==> config.mk <==
export PLATFORM = sky130hd
export DESIGN_NAME = mem_image_loader
export DESIGN_NICKNAME = d
export VERILOG_FILES = /design/src/rtl/mem_image_loader.sv
export SDC_FILE = /design/constraint.sdc
export NUM_CORES = 1
export LEC_CHECK = 0
export ABC_AREA = 1
export CAP_MARGIN = 5
export CORE_UTILIZATION = 40
export DETAILED_ROUTE_END_ITERATION = 7
export SYNTH_ARGS = -nofsm -noshare
export SYNTH_HDL_FRONTEND = slang
export SYNTH_SLANG_ARGS = --single-unit
==> constraint.sdc <==
create_clock -name i_clk -period 3.1 [get_ports i_clk]
set_input_delay 0.93 -clock i_clk [delete_from_list [all_inputs] [get_ports i_clk]]
set_output_delay 0.93 -clock i_clk [all_outputs]
set_load 0.1 [all_outputs]
==> src/rtl/mem_image_loader.sv <==
// Byte-stream image loader: assembles MSB-first 32-bit words into the data memory,
// verifies an XOR checksum and releases the CPU reset only after a good load.
module mem_image_loader #(
   parameter int unsigned DEPTH     = 256,
   parameter int unsigned ADDR_W    = 8,
   parameter int unsigned BASE_ADDR = 0
) (
   input  logic              i_clk,
   input  logic              i_rst,
   input  logic              i_start,
   input  logic [7:0]        i_byte,
   input  logic              i_valid,
   output logic              o_ready,
   output logic              o_mem_we,
   output logic [ADDR_W-1:0] o_mem_addr,
   output logic [31:0]       o_mem_wdat,
   output logic              o_busy,
   output logic              o_done,
   output logic              o_err,
   output logic              o_cpu_rst_n
);

   localparam int unsigned CAP_WORDS = (DEPTH - BASE_ADDR) / 4;

   typedef enum logic [2:0] {
      S_IDLE,
      S_HDR,
      S_DATA,
      S_CSUM,
      S_DONE,
      S_ERR
   } state_t;

   state_t            state_q, state_d;
   logic [ADDR_W-1:0] addr_q;
   logic [7:0]        xor_q;
   logic [7:0]        words_left_q;
   logic [1:0]        byte_cnt_q;
   logic [23:0]       asm_q;
   logic              mem_we_q;
   logic [ADDR_W-1:0] mem_addr_q;
   logic [31:0]       mem_wdat_q;

   logic              in_frame_c;
   logic              can_start_c;
   logic              xfer_c;
   logic              word_done_c;

   always_comb begin
      in_frame_c  = (state_q == S_HDR) || (state_q == S_DATA) || (state_q == S_CSUM);
      can_start_c = (state_q == S_IDLE) || (state_q == S_DONE) || (state_q == S_ERR);
      xfer_c      = i_valid && in_frame_c;
      word_done_c = xfer_c && (state_q == S_DATA) && (byte_cnt_q == 2'd3);
   end

   // State register
   always_ff @(posedge i_clk) begin
      if (i_rst) begin
         state_q <= S_IDLE;
      end else begin
         state_q <= state_d;
      end
   end

   // Next-state logic
   always_comb begin
      state_d = state_q;
      case (state_q)
         S_IDLE, S_DONE, S_ERR: begin
            if (i_start) state_d = S_HDR;
         end
         S_HDR: begin
            if (xfer_c) begin
               if (i_byte == 8'd0)                     state_d = S_CSUM;
               else if (32'(i_byte) > CAP_WORDS)       state_d = S_ERR;
               else                                    state_d = S_DATA;
            end
         end
         S_DATA: begin
            if (word_done_c && (words_left_q == 8'd1)) state_d = S_CSUM;
         end
         S_CSUM: begin
            if (xfer_c) state_d = (i_byte == xor_q) ? S_DONE : S_ERR;
         end
         default: state_d = S_IDLE;
      endcase
   end

   // Datapath: word assembly, checksum fold and the one-cycle DM write
   always_ff @(posedge i_clk) begin
      if (i_rst) begin
         addr_q       <= '0;
         xor_q        <= '0;
         words_left_q <= '0;
         byte_cnt_q   <= '0;
         asm_q        <= '0;
         mem_we_q     <= 1'b0;
         mem_addr_q   <= '0;
         mem_wdat_q   <= '0;
      end else begin
         mem_we_q <= 1'b0;
         if (can_start_c && i_start) begin
            addr_q <= ADDR_W'(BASE_ADDR);
            xor_q  <= 8'd0;
         end
         if (xfer_c && (state_q == S_HDR)) begin
            words_left_q <= i_byte;
            byte_cnt_q   <= 2'd0;
         end
         if (xfer_c && (state_q == S_DATA)) begin
            asm_q      <= {asm_q[15:0], i_byte};
            xor_q      <= xor_q ^ i_byte;
            byte_cnt_q <= byte_cnt_q + 2'd1;
         end
         if (word_done_c) begin
            mem_we_q     <= 1'b1;
            mem_addr_q   <= addr_q;
            mem_wdat_q   <= {asm_q, i_byte};
            addr_q       <= addr_q + ADDR_W'(4);
            words_left_q <= words_left_q - 8'd1;
         end
      end
   end

   // Status outputs decode straight from the state register
   assign o_ready     = in_frame_c;
   assign o_busy      = in_frame_c;
   assign o_done      = (state_q == S_DONE);
   assign o_err       = (state_q == S_ERR);
   assign o_cpu_rst_n = (state_q == S_DONE);
   assign o_mem_we    = mem_we_q;
   assign o_mem_addr  = mem_addr_q;
   assign o_mem_wdat  = mem_wdat_q;

endmodule

==> impl_metrics.ini <==
[yosys]
yosys.area.top_type = dfxtp_1
synth.distinct_cells = 36
avgSynthCellArea_um2 = 7.77
synth_edf_count = 0
synth_seq_cells = 90
async_flop_share_pct = 0
synth.area.top_cells = dfxtp_1 (47%), nand2_1 (9.8%), a21oi_1 (7.1%), nand3_1 (5.4%), inv_1 (5.2%)
yosysTopAreaCellShare_pct = 46.6
synth_ff_type = dfxtp_1
syn_area_um2 = 3860
ys_seq_area_share_pct = 46.6
synthCells = 497
yosys_warnings = 0

[setup_path]
end_kind = register
crit_required_ns = 3.41
cp_max_fo = 22
critPathTopFamily = buffers and inverters
start_kind = primary input
worst-setup-path-type = primary input to register
critPathMostFrequentCell = nor2_8
cpPeakStageDelay_ns = 0.56
cp_slowest_cell = clkdlybuf4s50_1
cp_data_arrival_time_ns = 2.68
critPathBufInv = 3
cp_cell_sequence = clkdlybuf4s50_1, inv_1, nor2_8, nand2_4, nor2_8, inv_2, a21oi_1, o21ai_1, nand2_1

[global_routing]
grtUsageTotal_pct = 18.8
grt-ovfl-total = 0
grt_max_degree = 65
met1_usage_pct = 24.6
use_met3_pct = 3.48
grt_antenna_before_repair = 0
use_met2_pct = 31.5
grt-busiest-layer = met2
grt_pass1_vias = 3164
grt_pass1_wl_um = 15100

[final_layout]
fin_util_pct = 49.6
mostFrequentLayoutCells = nand2_1 (101), dfxtp_1 (90), a21oi_1 (55)
mostFrequentLayoutCell = nand2_1
drive_gt1_share_pct = 18.6
multiInputGateArea_um2 = 1700
area_growth_pct = 19.3
register_area_um2 = 1800
antenna_cells = 0
fin_nets = 558
fillers = 965

[routing]
ant_nets = 0
first_iter_violations = 112
wl_um = 8770
drcViolationCount = 0
dr.pass1.iters = 4
routedWlPerCell_um = 13.0
via_per_inst = 4.85
vias = 3276

[floorplan]
io_pins = 58
dieArea_um2 = 10100
initial_utilization_pct = 41.6
rows = 35
die_w_um = 100
core_um2 = 9280
die_y_um = 100

[placed_design]
hpwl_um = 5990
gp_congestion = 0.818
port_buffers = 55

[run]
maxCapViolations = 0

[cts]
post_cts_buffers = 0
cts.sinks = 90
cts_made_buffers = 9
cts-resized-gates = 0
clkTransAtPathRegs_ns = 0.10
cts-root-buf = clkbuf_8
cts.hold.buffers_added = 0
htreeDepth = 3
insertion_delay_ns = 0.36
cts_tree = built
cts_buffer_depth = 2

[status]
status = finished, final reports clean

[timing]
setup_violations = 0
timing.final.crit_share_pct = 76.4
fin_skew_ns = 0.00894
grt_setup_unrepaired = no
hold_slack_ns = 0.462
hold_violations = 0
tightest_slew_ns = 0.609
fmax_ghz = 0.422
maxSlewViolCount = 0
setup_tns_ns = 0
relSlewSlack_pct = 59.4
min_period_ns = 2.37

[hold_path]
min_path_type = register to register

[pwr]
powerDensity_nw_per_um2 = 694
vdd_drop_max_v = 0.000345
leakage_nw = 1.93
[synth_stat cells, types with 2 or more instances]
master,instances
o21ai_0,40
o21ai_1,7
nand3_1,42
nor2_1,22
nand2_1,101
dfxtp_1,90
inv_1,54
nand2_2,3
buf_6,3
buf_4,6
a31oi_1,3
a21oi_1,55
nand4_1,2
nor3_1,5
buf_2,6
o21ai_2,20
ha_1,4
a211oi_2,2
nor2_8,2
xor2_1,3
clkbuf_1,12
[worst register-to-register path, stage by stage, from the launching register on]
cell,delay (ns)
dfxtp_1,0.52
nand3_4,0.16
nor2_8,0.12
nand2_4,0.15
nor2_8,0.19
inv_2,0.26
a21oi_1,0.19
o21ai_1,0.08
nand2_1,0.06
[report_power, final]
part	switching (mW)	internal [mW]
Clock	0.442	0.488
Combinational	0.685	0.243
Sequential	0.0747	1.27
[per-layer routing]
layer	wire length, um	share of wire [%]
met1	4290	49
met2	4020	46
met3	301	3.4
met4	162	1.8
met5	0	0
[per-stage QoR]
step	cell area, um^2	cells	setup slack, ns	power [mW]
6_report	4610	676	0.731	3.20
5_1_grt	4610	676	0.550	3.38
4_1_cts	4610	676	0.737	3.23
3_5_place_dp	4370	660	0.356	2.30
3_3_place_gp	4370	660	0.362	2.28
2_1_floorplan	3880	498	0.0618	2.12
[cell families (layout without fill, tap and decap cells)]
| kind of cell | count (synthesis) | in the layout | share of synthesized area (%) |
|---|---|---|---|
| buffers and inverters | 84 | 133 | 9.65 |
| and+or+nand+nor | 184 | 184 | 21.8 |
| AOI/OAI and AO/OA | 131 | 131 | 19.9 |
| DFF | 90 | 90 | 46.6 |
| xor gates and xnor gates | 3 | 3 | 0.680 |
| adders and majority gates | 4 | 4 | 1.30 |
| other | 1 | 2 | 0.0971 |
[sequential cells by signal, indices dropped and copies added, names as in the netlist]
signal,count
words_left_q,8
o_mem_addr,6
state_q,3
xor_q,8
o_mem_wdat,32
o_mem_we,1
asm_q,24
byte_cnt_q,2
addr_q,6
[final cells by class]
type                            instances  area share, %
Tap cell                              129           3.50
Timing Repair Buffer                   60           10.6
Clock inverter                          6           2.12
Sequential cell                        90           39.1
Inverter                               57           4.75
Clock buffer                           10           2.99
Multi-Input combinational cell        324           36.9
[worst paths after layout]
check / startpoint / end / slack, ns / cells after the start
worst max-delay path: i_valid / words_left_q[7] / 0.73 / 9
worst max register to register: state_q[1] / words_left_q[7] / 1.33 / 8
worst min-delay path: asm_q[23] / o_mem_wdat[31] / 0.46 / 2
worst min register to register: asm_q[23] / o_mem_wdat[31] / 0.46 / 2
(Power assumes the default switching activity.)
